### src/rtl/serial_frame_receiver.sv
// serial_frame_receiver
//   Serial-to-parallel receiver for the transmitter's byte stream. Detects a
//   start bit, samples each bit at mid-bit, assembles DATA_W bits LSB- or
//   MSB-first and validates the stop bit (and optionally even parity).
//
// Parameters
//   DATA_W      data bits per frame
//   BIT_CYCLES  CLK cycles per serial bit (even, >= 4)
//
// Ports
//   CLK            system clock, rising edge
//   RST_N          synchronous active-low reset
//   serial_in      serial line, idle high
//   shift_dir      0 = LSB first, 1 = MSB first; captured at start detect
//   signal_output  last good received word
//   data_valid     one-cycle pulse when signal_output is updated
//   frame_error    one-cycle pulse on a bad stop bit
//   parity_error   one-cycle pulse on parity mismatch (0 when parity disabled)
//   busy           high in every state except IDLE
//
// Build option
//   SERIAL_FRAME_RECEIVER_PARITY_EN  adds an even-parity slot after the data.
module serial_frame_receiver #(
  parameter int DATA_W     = 8,
  parameter int BIT_CYCLES = 4
) (
  input  logic              CLK,
  input  logic              RST_N,
  input  logic              serial_in,
  input  logic              shift_dir,
  output logic [DATA_W-1:0] signal_output,
  output logic              data_valid,
  output logic              frame_error,
  output logic              parity_error,
  output logic              busy
);

  localparam int H  = BIT_CYCLES / 2;
  localparam int CW = (BIT_CYCLES > 1) ? $clog2(BIT_CYCLES) : 1;
  localparam int PW = (DATA_W > 1) ? $clog2(DATA_W) : 1;

  typedef enum logic [2:0] {IDLE, START, DATA, PARITY, STOP, WAIT_HIGH} state_t;

  state_t            state;
  logic              s1, s2;
  logic [CW-1:0]     cnt;
  logic [PW-1:0]     idx;
  logic [PW-1:0]     pos;
  logic              dir_q;
  logic [DATA_W-1:0] sh;
  logic              bit_end;
`ifdef SERIAL_FRAME_RECEIVER_PARITY_EN
  logic              par_acc;   // running XOR of data bits plus parity bit
`endif

  // Counter reaching the last cycle of a bit slot; from the start midpoint
  // this lands every slot sample on the middle of the next bit.
  assign bit_end = (cnt == CW'(BIT_CYCLES - 1));

  // Destination bit of the current sample depends on the latched direction.
  always_comb begin
    pos = idx;
    if (dir_q) pos = PW'(DATA_W - 1) - idx;
  end

`ifndef SERIAL_FRAME_RECEIVER_PARITY_EN
  assign parity_error = 1'b0;
`endif

  always_ff @(posedge CLK) begin
    if (!RST_N) begin
      s1            <= 1'b1;
      s2            <= 1'b1;
      state         <= IDLE;
      cnt           <= '0;
      idx           <= '0;
      dir_q         <= 1'b0;
      sh            <= '0;
      signal_output <= '0;
      data_valid    <= 1'b0;
      frame_error   <= 1'b0;
      busy          <= 1'b0;
`ifdef SERIAL_FRAME_RECEIVER_PARITY_EN
      par_acc       <= 1'b0;
      parity_error  <= 1'b0;
`endif
    end else begin
      s1          <= serial_in;
      s2          <= s1;
      data_valid  <= 1'b0;
      frame_error <= 1'b0;
`ifdef SERIAL_FRAME_RECEIVER_PARITY_EN
      parity_error <= 1'b0;
`endif
      case (state)
        IDLE: begin
          dir_q <= shift_dir;
`ifdef SERIAL_FRAME_RECEIVER_PARITY_EN
          par_acc <= 1'b0;
`endif
          if (!s2) begin
            state <= START;
            cnt   <= '0;
            busy  <= 1'b1;
          end
        end
        START: begin
          if (cnt == CW'(H - 1)) begin
            cnt <= '0;
            idx <= '0;
            if (!s2) begin
              state <= DATA;
            end else begin
              // Glitch shorter than half a bit: drop silently.
              state <= IDLE;
              busy  <= 1'b0;
            end
          end else begin
            cnt <= cnt + 1'b1;
          end
        end
        DATA: begin
          if (bit_end) begin
            cnt     <= '0;
            sh[pos] <= s2;
`ifdef SERIAL_FRAME_RECEIVER_PARITY_EN
            par_acc <= par_acc ^ s2;
`endif
            if (idx == PW'(DATA_W - 1)) begin
`ifdef SERIAL_FRAME_RECEIVER_PARITY_EN
              state <= PARITY;
`else
              state <= STOP;
`endif
            end else begin
              idx <= idx + 1'b1;
            end
          end else begin
            cnt <= cnt + 1'b1;
          end
        end
`ifdef SERIAL_FRAME_RECEIVER_PARITY_EN
        PARITY: begin
          if (bit_end) begin
            cnt     <= '0;
            par_acc <= par_acc ^ s2;
            state   <= STOP;
          end else begin
            cnt <= cnt + 1'b1;
          end
        end
`endif
        STOP: begin
          if (bit_end) begin
            cnt <= '0;
            if (!s2) begin
              // Bad stop wins over parity; wait for the line to release.
              frame_error <= 1'b1;
              state       <= WAIT_HIGH;
            end else begin
              state <= IDLE;
              busy  <= 1'b0;
`ifdef SERIAL_FRAME_RECEIVER_PARITY_EN
              if (par_acc) begin
                parity_error <= 1'b1;
              end else begin
                signal_output <= sh;
                data_valid    <= 1'b1;
              end
`else
              signal_output <= sh;
              data_valid    <= 1'b1;
`endif
            end
          end else begin
            cnt <= cnt + 1'b1;
          end
        end
        WAIT_HIGH: begin
          // A held-low break must not look like a fresh start bit.
          if (s2) begin
            state <= IDLE;
            busy  <= 1'b0;
          end
        end
        default: begin
          state <= IDLE;
          busy  <= 1'b0;
        end
      endcase
    end
  end

endmodule

### config.mk
export PLATFORM = sky130hd
export DESIGN_NAME = serial_frame_receiver
export DESIGN_NICKNAME = d
export VERILOG_FILES = /design/src/rtl/serial_frame_receiver.sv
export SDC_FILE = /design/constraint.sdc
export NUM_CORES = 1
export LEC_CHECK = 0
export CAP_MARGIN = 20
export CORE_MARGIN = 2
export CORE_UTILIZATION = 40
export CTS_CLUSTER_DIAMETER = 120
export DETAILED_ROUTE_END_ITERATION = 10
export SLEW_MARGIN = 20
export SYNTH_ARGS = -nofsm -noshare
export SYNTH_HDL_FRONTEND = slang
export SYNTH_SLANG_ARGS = --single-unit
### constraint.sdc
create_clock -name CLK -period 1.6 [get_ports CLK]
set_input_delay 0.48 -clock CLK [delete_from_list [all_inputs] [get_ports CLK]]
set_output_delay 0.48 -clock CLK [all_outputs]
set_load 0.005 [all_outputs]
* Yosys cells after proc, flatten, opt, wreduce, memory -nomap -nowiden
Index checks and enable logic that the tools add are counted.
** Storage, ports and cells
- Logic and storage cells :: 71
- Flip-flop bits (word level) :: 30
- Output and inout port bits :: 12
** Cells by class
- Reduce and logical (&&, ||, !) cells :: 12
- Equality and inequality tests :: 14
- Add/subtract/negate cells :: 3
- $lt $le $gt $ge :: 2
- Muxes and demuxes :: 28
- Bitwise logic cells :: 1
** Operator list (count)
- 3-bit two-way mux :: 11
- 3-bit one-hot mux with 5 select lines :: 1
- 2-bit inequality test (second input constant) :: 7
- 3-bit == test (second input constant) :: 3
- 8-bit bitwise mux :: 1
- 2-bit two-way mux :: 4
- 4-bit AND reduction :: 2
- 1-bit two-way mux :: 7
- 2-bit one-hot mux with 3 select lines :: 1
- 3-bit one-hot mux with 2 select lines :: 1
- 3-bit AND reduction :: 2
- 6-bit AND reduction :: 1
- 1-bit one-hot mux with 5 select lines :: 1
- 3-bit by 4-bit < comparator with 1-bit output (second input constant) :: 1
- 2-bit AND reduction :: 2
- 3-bit by 1-bit adder with 3-bit output (second input constant) :: 1
- 1-bit demux with 3-bit select :: 1
- 3-bit by 1-bit == test with 1-bit output (second input constant) :: 1
- 3-bit by 2-bit == test with 1-bit output (second input constant) :: 1
- 3-bit by 1-bit >= comparator with 1-bit output (second input constant) :: 1
- 3-bit zero test :: 1
- 3-bit nonzero test :: 1
- 3-bit subtractor (first input constant) :: 1
- 2-bit by 1-bit adder with 2-bit output (second input constant) :: 1
- other kinds (6) :: 6

* Longest topological paths before layout
Gate-level depths: netlist of the first run.
- Depth in word-level cells :: 7
- Depth in mapped cells :: 6

* Worst setup path after synthesis of the first run
Ideal clock, no wire load.
- Kind :: reg-to-reg
- From :: reg idx[1]
- To :: reg idx[0]
- Buffers on the path :: 0
- Path slack :: 0.181 ns
- Arrival :: 1.347 ns
- Setup time :: 0.072 ns
- Data required time :: 1.528 ns
- Stages on the path, launching flop included :: 7
- Cell sequence :: dfxtp_1 ha_1 ha_1 nor4bb_1 a21oi_1 nor2_2 mux2i_1
** On the way
- Longest elaborated chain between the ends :: 3
** Ends and longest elaborated chain
- start, declared :: RTL line 47 : logic [PW-1:0] idx;
- start signal, assigned :: RTL line 136 : idx <= idx + 1'b1;
- 3-bit == test :: RTL line 129 : if (idx == PW'(DATA_W - 1)) begin
- 2-bit inequality test (no source line)
- 4-bit AND reduction (no source line)
No other way between the ends.
A chain may end at the register's enable or synchronous reset.

* Final worst setup path of the first run
- From :: reg frame_error
- To :: out frame_error
** RTL lines
- start, declared :: RTL line 33 : output logic frame_error,
- start signal, assigned :: RTL line 81 : frame_error <= 1'b0;
- start signal, assigned :: RTL line 91 : frame_error <= 1'b0;
- start signal, assigned :: RTL line 158 : frame_error <= 1'b1;
No word-level cell between the ends.

==> impl_metrics.json, run 1 <==
{
  "grt_use_total": 0.159,
  "syn_area_per_cell_um2": 8.83,
  "start_kind": "register",
  "crit_fanout": 1,
  "yosys_warnings": 0,
  "synth_area_leaders": "dfxtp_1 41%, mux2i_1 16%, nand2_1 7.4%",
  "synth_top_family_by_area": "simple AND/OR/NAND/NOR gates",
  "clk_latency_ns": 0.28,
  "p_switching_mw": 0.392,
  "synthTopCellsByCount": "30 x dfxtp_1, 29 x nand2_1, 23 x mux2i_1",
  "fin_hold_ws_ns": 0.417,
  "drt_wl_total_mm": 3.02,
  "fin_cells": 242,
  "status": "completed",
  "required_ns": 1.12,
  "holdBufCountCts": 0,
  "cp_cell_sequence": "clkdlybuf4s50_1",
  "dp_worst_setup_slack_ns": -0.154,
  "synth_simple_gate_area_frac": 0.249,
  "combinationalPowerShare": 0.104,
  "finalCritPeriodShare": 0.971,
  "first_pass_iters": 4,
  "vdd_drop_max_v": 0.000658,
  "fmax_ghz": 0.644,
  "drt-initial-drc-count": 43,
  "num_vias": 1217,
  "yosysMostFrequentCell": "dfxtp_1",
  "antenna_found_initial": 0,
  "die_h_um": 64.7,
  "grt_pass1_vias": 1104,
  "cts_tree": "yes",
  "p_clk_frac": 0.423,
  "drv_cap": 0,
  "synth-adder-area-share": 0.0500,
  "synth_edf_count": 0,
  "dp_hpwl_mm": 2.27,
  "fin_setup_tns_ns": 0,
  "dp.cells": 232,
  "crit_buf_inv": 1,
  "port_buffers": 14,
  "wl_per_cell_um": 12.5,
  "cts-buffers-inserted": 5,
  "area_delta_synth_final_pct": 28.5,
  "drive_above_1_share": 0.186,
  "synth_seq_cells": 30,
  "synth_xor_area_frac": 0.00594,
  "max_stage_delay_ns": 0.49,
  "fp-row-count": 22,
  "ios": 16,
  "synth_top_area_cell": "dfxtp_1",
  "worstPathArrival_ns": 1.07,
  "fp.dieArea_um2": 4190,
  "critPathKind": "reg2out",
  "synthMuxAreaShare": 0.164,
  "fin_total_pwr_mw": 1.67,
  "grt_pass1_wl_mm": 5.04,
  "utilization": 0.526,
  "clock_sinks": 30,
  "syn_area_um2": 1480,
  "place_congestion": 0.775,
  "synth_top_area_frac": 0.407,
  "synth-main-ff-cell": "dfxtp_1",
  "drv_slew": 0,
  "p_leak_nw": 0.901,
  "nFillCells": 325,
  "grt_start_max_net_pins": 14,
  "htreeDepth": 2,
  "synth_compound_area_frac": 0.0696,
  "ys_types": 40,
  "worstHoldPathType": "reg2reg",
  "seq_power_share": 0.472,
  "cts_root_buffer": "clkbuf_8",
  "drc_errors": 0,
  "setup_ws_ns": 0.0471,
  "overflow": 0,
  "syn-instance-count": 167,
  "worstSetupEndpointType": "output pin",
  "die_width_um": 64.7,
  "antenna_left": 0,
  "clkTransAtPathRegs_ns": 0.06,
  "final_area_um2": 1900,
  "swShare": 0.234,
  "post-route-min-period_ns": 1.55,
  "synthArstFlopShare": 0,
  "nets": 202,
  "vias_per_cell": 5.03,
  "ctsLongestPathBuffers": 2,
  "core_area_um2": 3610,
  "hold_viol_final": 0,
  "insertedDiodeCount": 0,
  "start_util": 0.409,
  "skew_ns": 0.00168,
  "setup_viol": 0,
  "crit_slowest_cell": "clkdlybuf4s50_1",
  "syn-num-nets": 176,
  "place_area_um2": 1720,
  "cellPowerDensity_nw_per_um2": 882,
  "rsz0062_at_grt": "true",
  "yosysSeqAreaShare": 0.407,
  "p_int_mw": 1.28,
  "cp_top_family": "buffers and inverters"
}
[power groups by stage]
stage	registers (mW)	clock network, mW	logic (mW)
5_1_grt	0.792	0.747	0.193
4_1_cts	0.787	0.725	0.173
6_report	0.790	0.708	0.174
3_3_place_gp	0.802	0	0.167
3_5_place_dp	0.803	0	0.173
2_1_floorplan	0.790	0	0.130
[logic make-up after synthesis]
logic type               Yosys count
XOR/XNOR                           1
AO/OA/AOI/OAI                     16
multiplexers                      24
buffers and inverters             16
flip-flops                        30
AND/OR/NAND/NOR                   73
other                              1
adder cells (fa/ha/maj)            6
[final cells by class]
cell class | instances | area, um^2 | area share
Clock buffer | 8 | 110 | 0.0581
Tap cell | 48 | 60.1 | 0.0317
Sequential cell | 30 | 606 | 0.319
Inverter | 5 | 18.8 | 0.00990
Timing Repair Buffer | 30 | 264 | 0.139
Multi-Input combinational cell | 121 | 837 | 0.442
[flip-flops by register name, indices dropped and copies added, names as in the netlist]
| signal | flops |
|---|---|
| sh | 8 |
| signal_output | 8 |
| idx | 3 |
| state | 3 |
| cnt | 2 |
| busy | 1 |
| data_valid | 1 |
| dir_q | 1 |
| frame_error | 1 |
| s1 | 1 |
| s2 | 1 |
[path summary, 6_finish.rpt]
path | from | end | slack (ns) | depth (start not counted)
hold / removal | s1 | s2 | 0.42 | 1
hold reg to reg | s1 | s2 | 0.42 | 1
setup reg to reg | idx[0] | idx[2] | 0.05 | 6
setup / recovery | frame_error | frame_error | 0.05 | 1
[per-layer routing]
metal | vias up | wire length, um | GRT usage
li1 | 613 | - | -
met1 | 571 | 1430 | 0.199
met2 | 27 | 1390 | 0.244
met3 | 6 | 132 | 0.0573
met4 | 0 | 60 | 0.0745
met5 | - | 0 | 0
[placed cells by master (no fill, tap or decap), types with 3 or more instances in the layout]
cell type,netlist,routed
mux2i_1,23,23
inv_1,3,3
nor2_1,13,13
dfxtp_1,30,28
nor2b_1,3,3
a21oi_1,5,5
clkdlybuf4s50_1,0,5
nand2_1,29,29
o21ai_0,3,3
nor3_1,3,3
ha_4,0,3
dlymetal6s2s_1,0,4
dlygate4sd2_1,0,5
nand2b_1,8,8
clkbuf_8,0,8
buf_4,2,16
[timing repair]
item	in CTS	in global routing
buffers inserted	0	2
pin swaps	0	3
resized for setup	6	13
setup endpoints to repair	7	9
(Power assumes the default switching activity.)
==> inputs of run 2 (changes only) <==
--- a/config.mk
+++ b/config.mk
@@ -10,7 +10,9 @@
 export CORE_UTILIZATION = 40
 export CTS_CLUSTER_DIAMETER = 120
 export DETAILED_ROUTE_END_ITERATION = 10
+export DONT_BUFFER_PORTS = 1
 export SLEW_MARGIN = 20
 export SYNTH_ARGS = -nofsm -noshare
 export SYNTH_HDL_FRONTEND = slang
 export SYNTH_SLANG_ARGS = --single-unit
+export TNS_END_PERCENT = 100
==> constraint.sdc (replaced) <==
create_clock -name CLK -period 2 [get_ports CLK]
set_input_delay 0.6 -clock CLK [delete_from_list [all_inputs] [get_ports CLK]]
set_output_delay 0.6 -clock CLK [all_outputs]
set_load 0.005 [all_outputs]
==> run 2 against run 1 <==
  * Worst setup slack gained 0.32 ns
  * Register-to-register slack better by 0.32 ns
  * Via count shrank 10%
  * Non-clock buffer count shrank 29
  * Highest routed layer unchanged
  * Core utilization down 8.3 points
  * Power is 19% lower
  * Global-route usage shrank 2.2 points
  * Critical path depth grew 4
==> impl_metrics.json, run 2 (same netlist as run 1, synthesis figures left out) <==
{
  "status": "completed",
  "fp-row-count": 22,
  "wl_met3_um": 137,
  "die_h_um": 64.7,
  "grt_pass1_vias": 1000,
  "clkTransAtPathRegs_ns": 0.06,
  "ctsLongestPathBuffers": 2,
  "hold_viol_final": 0,
  "crit_start": "cnt[0]",
  "die_width_um": 64.7,
  "ios": 16,
  "vdd_drop_max_v": 0.000280,
  "clock_sinks": 30,
  "crit_slowest_cell": "dfxtp_1",
  "max_stage_delay_ns": 0.40,
  "worstSetupEndpointType": "register",
  "fin_setup_tns_ns": 0,
  "num_vias": 1095,
  "vias_per_cell": 5.17,
  "grt_pass1_wl_mm": 4.42,
  "first_pass_iters": 4,
  "met1_length_mm": 1.36,
  "critPathKind": "reg2reg",
  "nets": 173,
  "setup_viol": 0,
  "worstHoldPathType": "in2reg",
  "worstSetupPathDepth": 5,
  "wl_per_cell_um": 12.9,
  "holdBufCountCts": 0,
  "worstHoldStart": "RST_N",
  "cts_root_buffer": "clkbuf_8",
  "drc_errors": 0,
  "worstHoldPathCells": 1,
  "grt_use_total": 0.137,
  "cts_setup_buffers": 0,
  "cp_top_family": "simple AND/OR/NAND/NOR gates",
  "crit_fanout": 8,
  "drv_slew": 0,
  "cts-buffers-inserted": 5,
  "p_leak_nw": 0.684,
  "antenna_found_initial": 0,
  "fp.dieArea_um2": 4190,
  "rsz0062_at_grt": "false",
  "fin_cells": 212,
  "drv_cap": 0,
  "final_cell_mix": "30 x dfxtp_1, 29 x nand2_1, 23 x mux2i_1",
  "top_regs": "sh (8), signal_output (8)",
  "setup_ws_ns": 0.367,
  "post-route-min-period_ns": 1.63,
  "dp_worst_setup_slack_ns": 0.405,
  "worst_r2r_path_depth": 5,
  "max_slew_margin": 0.619,
  "area_delta_synth_final_pct": 8.31,
  "grt_start_max_net_pins": 20,
  "finalCritPeriodShare": 0.817,
  "port_buffers": 0,
  "place_congestion": 0.767,
  "dp_hpwl_mm": 1.89,
  "antenna_left": 0,
  "overflow": 0,
  "worstPathArrival_ns": 1.84,
  "worst_pin_slew_ns": 0.571,
  "post_cts_resize_count": 0,
  "crit_buf_inv": 0,
  "drt-initial-drc-count": 56,
  "fmax_ghz": 0.612,
  "layout_commonest_cell": "dfxtp_1",
  "start_kind": "register",
  "core_area_um2": 3610,
  "cellPowerDensity_nw_per_um2": 843,
  "timing.rr.start": "cnt[0]",
  "drt_wl_total_mm": 2.73,
  "start_util": 0.409,
  "insertedDiodeCount": 0,
  "clk_latency_ns": 0.28,
  "cts_tree": "yes",
  "dr_wl_met2_mm": 1.19,
  "required_ns": 2.20,
  "top_layer": "met4",
  "htreeDepth": 2,
  "cp_cell_sequence": "ha_1, nor4bb_1, a21oi_1, nor2_2, mux2i_1",
  "skew_ns": 0.00340,
  "drive_above_1_share": 0.0915,
  "dp.cells": 205
}
-- run 2: cell types whose count changed in the layout (fill, tap and decap cells not counted), sizes merged --
cell | previous run | this run
dlymetal6s2s | 4 | 0
clkdlybuf4s50 | 5 | 0
clkbuf | 8 | 6
dlygate4sd2 | 5 | 0
bufinv | 0 | 1
buf | 16 | 1
-- run 2: report_power, final --
part	leakage (nW)	internal (mW)	switching (mW)
sequential	0.243	0.612	0.0281
combinational	0.384	0.0434	0.0508
clock	0.0573	0.398	0.215
total	0.684	1.05	0.294
-- run 2: metrics by stage --
step | hold WS, ns | power [mW] | area [um^2] | util
final | 0.399 | 1.35 | 1600 | 0.443
after floorplan | 0.386 | 0.737 | 1480 | -
after global routing | 0.397 | 1.39 | 1600 | 0.443
after global placement | 0.389 | 0.742 | 1490 | 0.412
after CTS | 0.397 | 1.36 | 1600 | 0.443
after detailed placement | 0.393 | 0.746 | 1490 | 0.412
-- run 2: routing by layer --
layer	track usage	vias up
met5	0	-
met4	0.0479	0
li1	-	553
met2	0.215	25
met3	0.0556	5
met1	0.170	512
-- run 2: final timing paths --
path / slack, ns / to
min: 0.40 / s2
max reg2reg: 0.37 / idx[0]
min reg2reg: 0.41 / s2
max: 0.37 / idx[0]
-- run 2: final cells by class --
type | instances | area [um^2]
clock buffer | 6 | 82.6
clock inverter | 1 | 30.0
fill | 364 | 2010
inverter | 5 | 18.8
multi-input combinational | 121 | 798
sequential | 30 | 601
tap | 48 | 60.1
timing repair buffer | 1 | 7.51
